--- config.mk ---
export PLATFORM = sky130hd
export DESIGN_NAME = uart_tx_serializer
export DESIGN_NICKNAME = d
export VERILOG_FILES = /design/src/rtl/uart_pkg.sv /design/src/rtl/uart_baud_gen.sv /design/src/rtl/uart_tx_serializer.sv
export SDC_FILE = /design/constraint.sdc
export NUM_CORES = 1
export LEC_CHECK = 0
export BUFFER_PORTS_ARGS = -buffer_cell sky130_fd_sc_hd__buf_2
export CAP_MARGIN = 20
export CORE_MARGIN = 2
export CORE_UTILIZATION = 42
export CTS_CLUSTER_DIAMETER = 200
export DETAILED_ROUTE_END_ITERATION = 8
export REMOVE_ABC_BUFFERS = 1
export SETUP_SLACK_MARGIN = 0.5
export SLEW_MARGIN = 20
export SYNTH_ARGS = -nofsm -noshare
export SYNTH_HDL_FRONTEND = slang
export SYNTH_HIERARCHICAL = 1
export SYNTH_SLANG_ARGS = --single-unit
--- constraint.sdc ---
create_clock -name Clk -period 2.95 [get_ports Clk]
set_input_delay 0.1475 -clock Clk [delete_from_list [all_inputs] [get_ports Clk]]
set_output_delay 0.1475 -clock Clk [all_outputs]
set_load 0.01 [all_outputs]
--- src/rtl/uart_pkg.sv ---
// Shared state encoding and line constants for the UART transmit path.
package uart_pkg;

  localparam int   UART_DATA_BITS  = 8;
  localparam logic UART_IDLE_LEVEL = 1'b1;

  typedef enum logic [2:0] {
    IDLE,
    LOAD,
    START,
    DATA,
    PARITY,
    STOP
  } tx_state_t;

endpackage

--- src/rtl/uart_baud_gen.sv ---
// Bit-period timer: Bit_Done pulses on the last cycle of every CLKS_PER_BIT window after Clear drops.
// No backpressure; Clear holds the count at zero.
module uart_baud_gen #(
  parameter int CLKS_PER_BIT = 868
) (
  input  logic Clk,
  input  logic Reset_n,
  input  logic Clear,
  output logic Bit_Done
);

  localparam int            CW   = (CLKS_PER_BIT > 1) ? $clog2(CLKS_PER_BIT) : 1;
  localparam logic [CW-1:0] LAST = CW'(CLKS_PER_BIT - 1);

  logic [CW-1:0] baud_cnt;

  always_ff @(posedge Clk or negedge Reset_n) begin
    if (!Reset_n) begin
      baud_cnt <= '0;
    end else if (Clear || baud_cnt == LAST) begin
      baud_cnt <= '0;
    end else begin
      baud_cnt <= baud_cnt + 1'b1;
    end
  end

  assign Bit_Done = !Clear && (baud_cnt == LAST);

endmodule

--- src/rtl/uart_tx_serializer.sv ---
// UART TX serialiser on the FIFO read side: pop in cycle N, start bit on Tx from N+2, LSB first.
// Pops only when idle and FIFO non-empty; optional parity bit under UART_TX_PARITY_EN.
module uart_tx_serializer
  import uart_pkg::*;
#(
  parameter int CLKS_PER_BIT = 868,
  parameter int STOP_BITS    = 1
) (
  input  logic       Clk,
  input  logic       Reset_n,
  input  logic       Fifo_Empty,
  output logic       Fifo_Read,
  input  logic [7:0] Fifo_Dout,
`ifdef UART_TX_PARITY_EN
  input  logic       Parity_Odd,
`endif
  output logic       Tx,
  output logic       Busy
);

  localparam logic [2:0] DATA_LAST = 3'(UART_DATA_BITS - 1);
  localparam logic [2:0] STOP_LAST = 3'(STOP_BITS - 1);

  tx_state_t  state;
  logic [7:0] shift_reg;
  logic [2:0] bit_idx;
  logic       armed;
  logic       bit_done;
  logic       baud_clear;
`ifdef UART_TX_PARITY_EN
  logic       parity_bit;
`endif

  // armed keeps the pop strobe low while reset is held and for the release cycle
  assign Fifo_Read  = (state == IDLE) && armed && !Fifo_Empty;
  assign Busy       = (state != IDLE) || Fifo_Read;
  assign baud_clear = (state == IDLE) || (state == LOAD);

  uart_baud_gen #(
    .CLKS_PER_BIT(CLKS_PER_BIT)
  ) u_baud (
    .Clk     (Clk),
    .Reset_n (Reset_n),
    .Clear   (baud_clear),
    .Bit_Done(bit_done)
  );

  always_ff @(posedge Clk or negedge Reset_n) begin
    if (!Reset_n) begin
      state      <= IDLE;
      Tx         <= UART_IDLE_LEVEL;
      shift_reg  <= '0;
      bit_idx    <= '0;
      armed      <= 1'b0;
`ifdef UART_TX_PARITY_EN
      parity_bit <= 1'b0;
`endif
    end else begin
      armed <= 1'b1;
      case (state)
        IDLE: begin
          if (Fifo_Read) state <= LOAD;
        end
        LOAD: begin
          shift_reg  <= Fifo_Dout;
          bit_idx    <= '0;
`ifdef UART_TX_PARITY_EN
          parity_bit <= (^Fifo_Dout) ^ Parity_Odd;
`endif
          Tx         <= 1'b0;
          state      <= START;
        end
        START: begin
          if (bit_done) begin
            Tx    <= shift_reg[0];
            state <= DATA;
          end
        end
        DATA: begin
          if (bit_done) begin
            shift_reg <= shift_reg >> 1;
            if (bit_idx == DATA_LAST) begin
              bit_idx <= '0;
`ifdef UART_TX_PARITY_EN
              Tx      <= parity_bit;
              state   <= PARITY;
`else
              Tx      <= UART_IDLE_LEVEL;
              state   <= STOP;
`endif
            end else begin
              bit_idx <= bit_idx + 1'b1;
              Tx      <= shift_reg[1];
            end
          end
        end
        PARITY: begin
          if (bit_done) begin
            Tx    <= UART_IDLE_LEVEL;
            state <= STOP;
          end
        end
        STOP: begin
          if (bit_done) begin
            if (bit_idx == STOP_LAST) begin
              bit_idx <= '0;
              state   <= IDLE;
            end else begin
              bit_idx <= bit_idx + 1'b1;
            end
          end
        end
        default: state <= IDLE;
      endcase
    end
  end

endmodule

======== After elaboration in Yosys (flattened, before gate mapping) ========
Index checks and enable logic that the tools add are counted.
word-level totals
  register bits after elaboration ......... 26
  bits in latches ......................... 0
  bits in writable memories ............... 0
  bits in read-only memories .............. 0
  input bits .............................. 11
  output and inout port bits .............. 3
  logic and storage cells ................. 61
  memories ................................ 0
operators by class
  add/sub/neg operators ................... 2
  multiply operators ...................... 0
  div/mod/pow operators ................... 0
  $lt $le $gt $ge ......................... 0
  equal/unequal tests ..................... 14
  shift operators ......................... 0
  muxes and demuxes ....................... 21
  bitwise gates (word level) .............. 0
  reduce and logical (&&, ||, !) cells .... 18
operator list
  operator                 count
  $mux W3                  11
  $pmux W3 S6              1
  $pmux W8 S2              1
  $ne A2 B2 Y1 const B     7
  $add A10 B1 Y10 const B  1
  $eq A10 B10 Y1 const B   1
  $mux W10                 1
  $eq A3 B3 Y1 const B     3
  $pmux W3 S3              1
  $mux W8                  1
  $reduce_and A7 Y1        1
  $eq A3 B2 Y1 const B     2
  $logic_not A3 Y1         2
  $reduce_bool A3 Y1       2
  $mux W1                  4
  $pmux W1 S4              1
  $reduce_and A4 Y1        1
  $reduce_bool A4 Y1       1
  $add A3 B1 Y3 const B    1
  $eq A3 B1 Y1 const B     1
  $logic_and A1 B1 Y1      3
  $logic_or A1 B1 Y1       3
  $reduce_and A3 Y1        1
  $logic_not A1 Y1         2
  other kinds (2)          2

======== Logic depth before layout (Yosys ltp) ========
Gate-level depths: netlist (run 1).
  word-level depth ........................ 6
  gate-level depth with buffers ........... 10

======== Modules after synthesis ========
The synthesis (run 1) kept the hierarchy.
by module, submodules not included
  module              instances  cells an instance  area an instance (sq um)
  uart_tx_serializer  1          100                930.9
  uart_baud_gen       1          53                 534.3

======== Least setup slack after synthesis (run 1) ========
No wires, ideal clock.
  path kind ............................... register -> register
  from .................................... register u_baud.baud_cnt[3]
  to ...................................... register shift_reg[0]
  setup time .............................. 0.122 ns
  arrival time ............................ 1.666 ns
  setup slack ............................. 1.162 ns
  cell stages (with the launch flop) ...... 10
  path buffers ............................ 2
  clock period less this slack ............ 1.788 ns
  path through ............................ dfrtp_1 nor4_2 nand4_1 nor2_1 buf_4 nand2b_1 nand2_2 buf_4 nand2_1 o21ai_1
between the ends
  longest elaborated chain between the ends .. 4
ends and longest elaborated chain
  element                      RTL line                  source
  start: declaration           uart_baud_gen.sv:15       logic [CW-1:0] baud_cnt;
  start signal: assignment     uart_baud_gen.sv:23       baud_cnt <= baud_cnt + 1'b1;
  $eq A10 B10 Y1               uart_baud_gen.sv:27       assign Bit_Done = !Clear && (baud_cnt == LAST);
  $logic_and A1 B1 Y1          uart_baud_gen.sv:27
  named net bit_done           uart_tx_serializer.sv:28  logic bit_done;
  $ne A2 B2 Y1 (no line)       --
  $reduce_and A2 Y1 (no line)  --
  end signal: assignment       uart_tx_serializer.sv:65  shift_reg <= Fifo_Dout;
  end signal: assignment       uart_tx_serializer.sv:81  shift_reg <= shift_reg >> 1;
  end: declaration             uart_tx_serializer.sv:25  logic [7:0] shift_reg;
The timed path passes the listed nets, and every way through them passes these cells.
A chain may end at the register's enable or synchronous reset.

======== Worst setup path after layout (run 1) ========
  from .................................... register u_baud.baud_cnt[3]
  to ...................................... register shift_reg[7]
Same word-level chain as after synthesis.

==> metrics.md, run 1 <==
| Metric | Value |
|---|---|
| Worst clock skew | 0.00891 ns |
| Slew headroom | 0.572 |
| Flop pwr share | 0.579 |
| Peak supply drop | 0.000281 V |
| Synth top area share | 0.427 |
| Critical Path Fanout Max | 15 |
| Fill cells | 340 |
| Least-Margin Pin Slew | 0.640 ns |
| Fin Setup TNS | 0 ns |
| Max cap viols | 0 |
| Vias per cell | 5.26 |
| ANT cells | 0 |
| Max clock buf depth | 2 |
| WL final | 2.71 mm |
| Comb pwr share | 0.037 |
| Post-synth ARST share | 1.00 |
| Setup violators final | 0 |
| Synth Flop Type | dfrtp_1 |
| Initial Util | 0.439 |
| Maximum number of pins on one net before global-route repair | 27 |
| Top post-synthesis cells by area | dfrtp_1 (43%), nand2_1 (4.1%), nor2_1 (3.8%) |
| Nets | 181 |
| Post-cts resize count | 0 |
| Layout cells sized above 1 | 0.182 |
| Number of nets with antenna violations after routing | 0 |
| Total congestion overflow | 0 |
| Number of global-route vias before repair | 1,025 |
| Area growth from synthesis to layout | 9.22% |
| RSZ-0062 raised after global routing | no |
| Wire per inst | 12.8 um |
| Cell variety after synth | 47 |
| Site Rows | 21 |
| # IOs | 14 |
| Clock transition at path regs | 0.15 ns |
| Clock power share | 0.383 |
| Hold crit path type | input pin to flip-flop |
| CTS tree | built |
| Fin. max-slew vios | 0 |
| Clock Sinks | 26 |
| Routed vias | 1,109 |
| Synthesized cell area | 0.00147 mm2 |
| Switch Pwr | 122 uW |
| Worst EP arrival | 2.47 ns |
| Leakage power | 0.000713 uW |
| DRT Pass-1 Iters | 4 |
| Most frequent cells in the layout | dfrtp_1 (25), nand2_1 (16), nor2_1 (15), buf_2 (13) |
| Avg Synthesized Cell Area | 9.58 um2 |
| Crit path time final | 2.24 ns |
| EDFF count, synth | 0 |
| Number of flip-flops in the largest register | 10 |
| Setup Crit Path Kind | flip-flop to flip-flop |
| Critical Path Sink Type | flip-flop |
| Synth Warn # | 6 |
| Achievable Freq | 447 MHz |
| GRT Overall Usage | 0.148 |
| Area occupied by registers | 652 um2 |
| CTS root buffer | clkbuf_4 |
| Inserted Clock Buffers | 3 |
| Switching share of power | 0.193 |
| I/O Buffers | 13 |
| Tcrit/Tclk final | 0.759 |
| Final Total Pwr | 632 uW |
| Gpl congestion | 0.787 |
| Startpoint Class | flip-flop |
| Cell Pwr Density | 395 mW/mm2 |
| Seq cells post-synth | 26 |
| Multi-input gate area | 742 um2 |
| Die footprint | 0.00398 mm2 |
| HPWL Detailed | 1.97 mm |
| Worst skew pair latency | 0.32 ns |
| Most common cell after layout, fill and taps aside | dfrtp_1 |
| Remaining DRCs | 0 |
| Internal | 510 uW |
| Synth Instances | 153 |
| Placeable core region | 0.00334 mm2 |
| Hold Violations, Final | 0 |
| Die X | 63.1 um |
| Chip height | 63.1 um |
| Post-synth top area cell | dfrtp_1 |
| Critical path required time | 3.18 ns |
| CTS H-tree depth | 1 |
| First-pass GRT wire length | 4.78 mm |
| Sequential share of the synthesized area | 0.445 |
| Antenna violations before repair | 0 |
| Outcome | finished, final reports clean |
| 1st-iter DRT viols | 75 |
Yosys cell counts, drive strengths merged (4+ instances only):
cell type / count
nor2: 15
inv: 5
nand2: 17
nand3: 7
dfrtp: 25
a21oi: 8
nor3: 4
buf: 6
o22ai: 7
nand2b: 6
o21ai: 12
ha: 4
per-stage QoR:
stage / setup slack (ns) / cell area (um2) / std cells / hold slack, ns / utilization
after CTS: 0.721 / 1600 / 211 / 0.0668 / 0.480
after floorplan: 0.978 / 1420 / 147 / -0.148 / -
final: 0.712 / 1600 / 211 / 0.0847 / 0.480
after global placement: 0.746 / 1540 / 206 / 0.180 / 0.461
after detailed placement: 0.731 / 1540 / 206 / 0.180 / 0.461
after global routing: 0.509 / 1600 / 211 / 0.0546 / 0.480
critical path, cell delays in order, from the launching register on:
cell      delay, ns
dfrtp_1        0.48
nor4_2         0.36
nand4_1        0.13
nor2_1         0.51
nand2b_1       0.24
nand2_2        0.18
a32o_1         0.25
final timing paths:
| check | from | end | slack (ns) | depth (start not counted) |
|---|---|---|---|---|
| setup / recovery | u_baud/baud_cnt[3] | shift_reg[7] | 0.71 | 6 |
| min in group asynchronous | Reset_n | shift_reg[3] | 0.33 | 2 |
| max in group asynchronous | Reset_n | u_baud/baud_cnt[8] | 2.22 | 2 |
| hold / removal | Fifo_Dout[7] | shift_reg[7] | 0.08 | 2 |
| hold reg to reg | shift_reg[5] | shift_reg[5] | 0.51 | 2 |
| setup reg to reg | u_baud/baud_cnt[3] | shift_reg[7] | 0.71 | 6 |
power by group through the flow:
stage | logic (uW) | registers [uW] | clock network, uW
after floorplan | 8.38 | 372 | 0
after detailed placement | 23.4 | 373 | 0
after CTS | 24.3 | 367 | 254
after global placement | 22.6 | 373 | 0
final | 23.5 | 366 | 242
after global routing | 27.5 | 367 | 272
kinds of logic after synthesis:
family / after synthesis / share of synthesized area
and+or+nand+nor: 67 / 0.261
AOI/OAI and AO/OA: 39 / 0.177
DFF: 26 / 0.445
buffers and inverters: 11 / 0.0487
adders and majority gates: 5 / 0.0418
xor gates and xnor gates: 4 / 0.0239
other: 1 / 0.00256
what timing repair did:
item                                   4_1_cts  5_1_grt
hold buffers                                 1        0
setup buffers                                0        0
endpoints found under the hold margin       25        0
metal layers:
metal / vias to the layer above / routed length [um] / GRT usage
li1: 572 / - / -
met1: 520 / 1330 / 0.202
met2: 15 / 1260 / 0.238
met3: 2 / 104 / 0.0411
met4: 0 / 18 / 0.0250
met5: - / 0 / 0
final cells by class:
type / instances / share of cell area
inverters: 5 / 0.0133
flip-flops and latches: 26 / 0.407
well taps: 46 / 0.0360
repair buffers: 14 / 0.0469
clock inverters: 1 / 0.0188
multi-input cells: 116 / 0.464
clock buffers: 3 / 0.0141
Note: power is estimated with default switching activity, not from simulation.
==> run 2, diff against run 1 <==
==> constraint.sdc (replaced) <==
create_clock -name Clk -period 2.2 [get_ports Clk]
set_input_delay 0.11 -clock Clk [delete_from_list [all_inputs] [get_ports Clk]]
set_output_delay 0.11 -clock Clk [all_outputs]
set_load 0.01 [all_outputs]
==> run 2 against run 1 <==
Net effect: register-to-register slack got worse by 0.26 ns; first-iteration DRC count grew 17%; clock skew decreased by 0.0065 ns; sequential share of layout area fell by 4.3 points; final cell count increased by 6.2%; clock-buffer cell count unchanged; hold slack lost 0.047 ns; worst setup slack got worse by 0.26 ns; critical path type unchanged; die area is the same; non-clock buffer count increased by 12; core utilization up 5.9 points; cell area rose by 12%.
==> metrics.md, run 2 (same netlist as run 1, synthesis figures left out) <==
| Metric | Value |
|---|---|
| Worst EP arrival | 1.98 ns (-0.49 ns) |
| Max clock buf depth | 2 (unchanged) |
| Slew headroom | 0.621 (+0.0491) |
| DRT Pass-1 Iters | 4 (unchanged) |
| I/O Buffers | 13 (unchanged) |
| 1st-iter DRT viols | 88 (+17%) |
| Routed vias | 1,213 (+9.4%) |
| Setup Crit Path Kind | flip-flop to flip-flop |
| Fin. max-slew vios | 0 (unchanged) |
| Area growth from synthesis to layout | 22.7% |
| Hold Violations, Final | 0 (unchanged) |
| Die X | 63.1 um (unchanged) |
| CTS H-tree depth | 1 (unchanged) |
| Worst clock skew | 0.00240 ns (-0.00651 ns) |
| Remaining DRCs | 0 (unchanged) |
| Achievable Freq | 571 MHz (+28%) |
| Placeable core region | 0.00334 mm2 (unchanged) |
| Total congestion overflow | 0 (unchanged) |
| Cell area after layout | 0.00180 mm2 (+12%) |
| Fin Setup TNS | 0 ns (unchanged) |
| Startpoint Class | flip-flop |
| ANT cells | 0 (unchanged) |
| Crit path time final | 1.75 ns (-0.486 ns) |
| Worst skew pair latency | 0.32 ns (about the same) |
| Max cap viols | 0 (unchanged) |
| Multi-input gate area | 846 um2 (+14%) |
| Post-route worst setup slack | 0.448 ns (-0.264 ns) |
| Site Rows | 21 (unchanged) |
| Most frequent cells in the layout | dfrtp_1 (22), nor2_1 (14), buf_2 (13), buf_4 (12), nand2_1 (10) |
| RSZ-0062 raised after global routing | yes |
| Tcrit/Tclk final | 0.796 (+0.0377) |
| First-pass GRT wire length | 5.18 mm (+8.2%) |
| Fill cells | 301 (-11%) |
| Critical Path Fanout Max | 4 (-11) |
| Number of global-route vias before repair | 1,175 (+15%) |
| Initial Util | 0.439 (unchanged) |
| Setup violators final | 0 (unchanged) |
| Clock transition at path regs | 0.15 ns (about the same) |
| # IOs | 14 (unchanged) |
| Area occupied by registers | 656 um2 (+0.58%) |
| Slowest stage cell, crit path | dfrtp_2 |
| Dpl ws | 0.277 ns (-0.454 ns) |
| Critical Path Sink Type | flip-flop |
| Die footprint | 0.00398 mm2 (unchanged) |
| DP Area | 0.00157 mm2 (+2.0%) |
| Worst reg2reg setup slack | 0.45 ns (-0.26 ns) |
| Hold crit path type | input pin to flip-flop |
| Vias per cell | 5.42 (+3.0%) |
| Wire per inst | 13.6 um (+6.0%) |
| Cell Pwr Density | 481 mW/mm2 (+22%) |
| Clock Sinks | 26 (unchanged) |
| Nets | 194 (+7.2%) |
| Antenna violations before repair | 0 (unchanged) |
| Worst hold slack | 0.0381 ns (-0.0466 ns) |
| WL final | 3.05 mm (+13%) |
| Least-Margin Pin Slew | 0.569 ns (-0.0713 ns) |
| CTS tree | built |
| Outcome | finished, final reports clean |
| Critical path required time | 2.43 ns (-0.75 ns) |
| Worst path cell trace | nor4_4 > nand4_1 > nor2_4 > nand2b_1 > maj3_2 > o22a_1 |
| Max incr delay on CP | 0.45 ns (-0.06 ns) |
| Maximum number of pins on one net before global-route repair | 27 (unchanged) |
| GRT Overall Usage | 0.161 (+0.0135) |
| CTS root buffer | clkbuf_4 |
| Inserted Clock Buffers | 3 (unchanged) |
| CP top delay family | simple AND/OR/NAND/NOR gates |
| Peak supply drop | 0.000222 V (-21%) |
| HPWL Detailed | 2.07 mm (+5.0%) |
| Chip height | 63.1 um (unchanged) |
| Gpl congestion | 0.825 (+4.8%) |
| WP buf/inv | 0 (unchanged) |
| Layout cells sized above 1 | 0.348 (+0.166) |
| Leakage power | 0.000804 uW (+13%) |
| Most common cell after layout, fill and taps aside | dfrtp_1 |
| Number of flip-flops in the largest register | 10 (unchanged) |
| Number of nets with antenna violations after routing | 0 (unchanged) |
## run 2: cell type report
class	instances	share of cell area
inverters	5	0.0118
clock buffers	3	0.0125
repair buffers	26	0.0919
clock inverters	1	0.0167
well taps	46	0.0320
multi-input cells	117	0.470
flip-flops and latches	26	0.365
## run 2: power by group
group          internal (uW)  total [uW]  switching (uW)  leakage [uW]
Sequential               486         493            6.92      0.000320
Combinational           17.1        37.7            20.5      0.000456
Clock                    184         334             150     0.0000279
Total                    688         866             178      0.000804
## run 2: per-stage QoR
stage | total power, uW | cells | utilization
3_5_place_dp | 532 | 210 | 0.470
4_1_cts | 867 | 223 | 0.513
5_1_grt | 900 | 224 | 0.539
2_1_floorplan | 510 | 147 | -
6_report | 866 | 224 | 0.539
3_3_place_gp | 530 | 210 | 0.470
## run 2: worst paths after layout
path                                         start                 end  cells after the start
worst min register to register        shift_reg[3]        shift_reg[3]                      2
min in group asynchronous                  Reset_n            state[1]                      2
max in group asynchronous                  Reset_n  u_baud/baud_cnt[4]                      2
worst max register to register  u_baud/baud_cnt[3]          bit_idx[1]                      6
worst max-delay path            u_baud/baud_cnt[3]          bit_idx[1]                      6
worst min-delay path                  Fifo_Dout[0]        shift_reg[0]                      3
## run 2: timing repair
action | 4_1_cts | 5_1_grt
setup buffers | 8 | 0
gates resized for setup | 6 | 19
hold buffers | 1 | 0
setup endpoints to repair | 15 | 15
hold endpoints to repair | 25 | 0
cloned | 0 | 1
pin swaps | 8 | 12
## run 2: tightest hold or removal path, stage by stage
cell	delay [ns]
buf_2	0.07
o22ai_1	0.05
o21ai_1	0.10
## run 2: layer usage
layer  vias up  global-route usage  share of wire
met5         -                   0              0
met4         0              0.0611          0.011
met3         4              0.0286          0.026
met2        15               0.283           0.52
met1       594               0.196           0.44
li1        600                   -              -
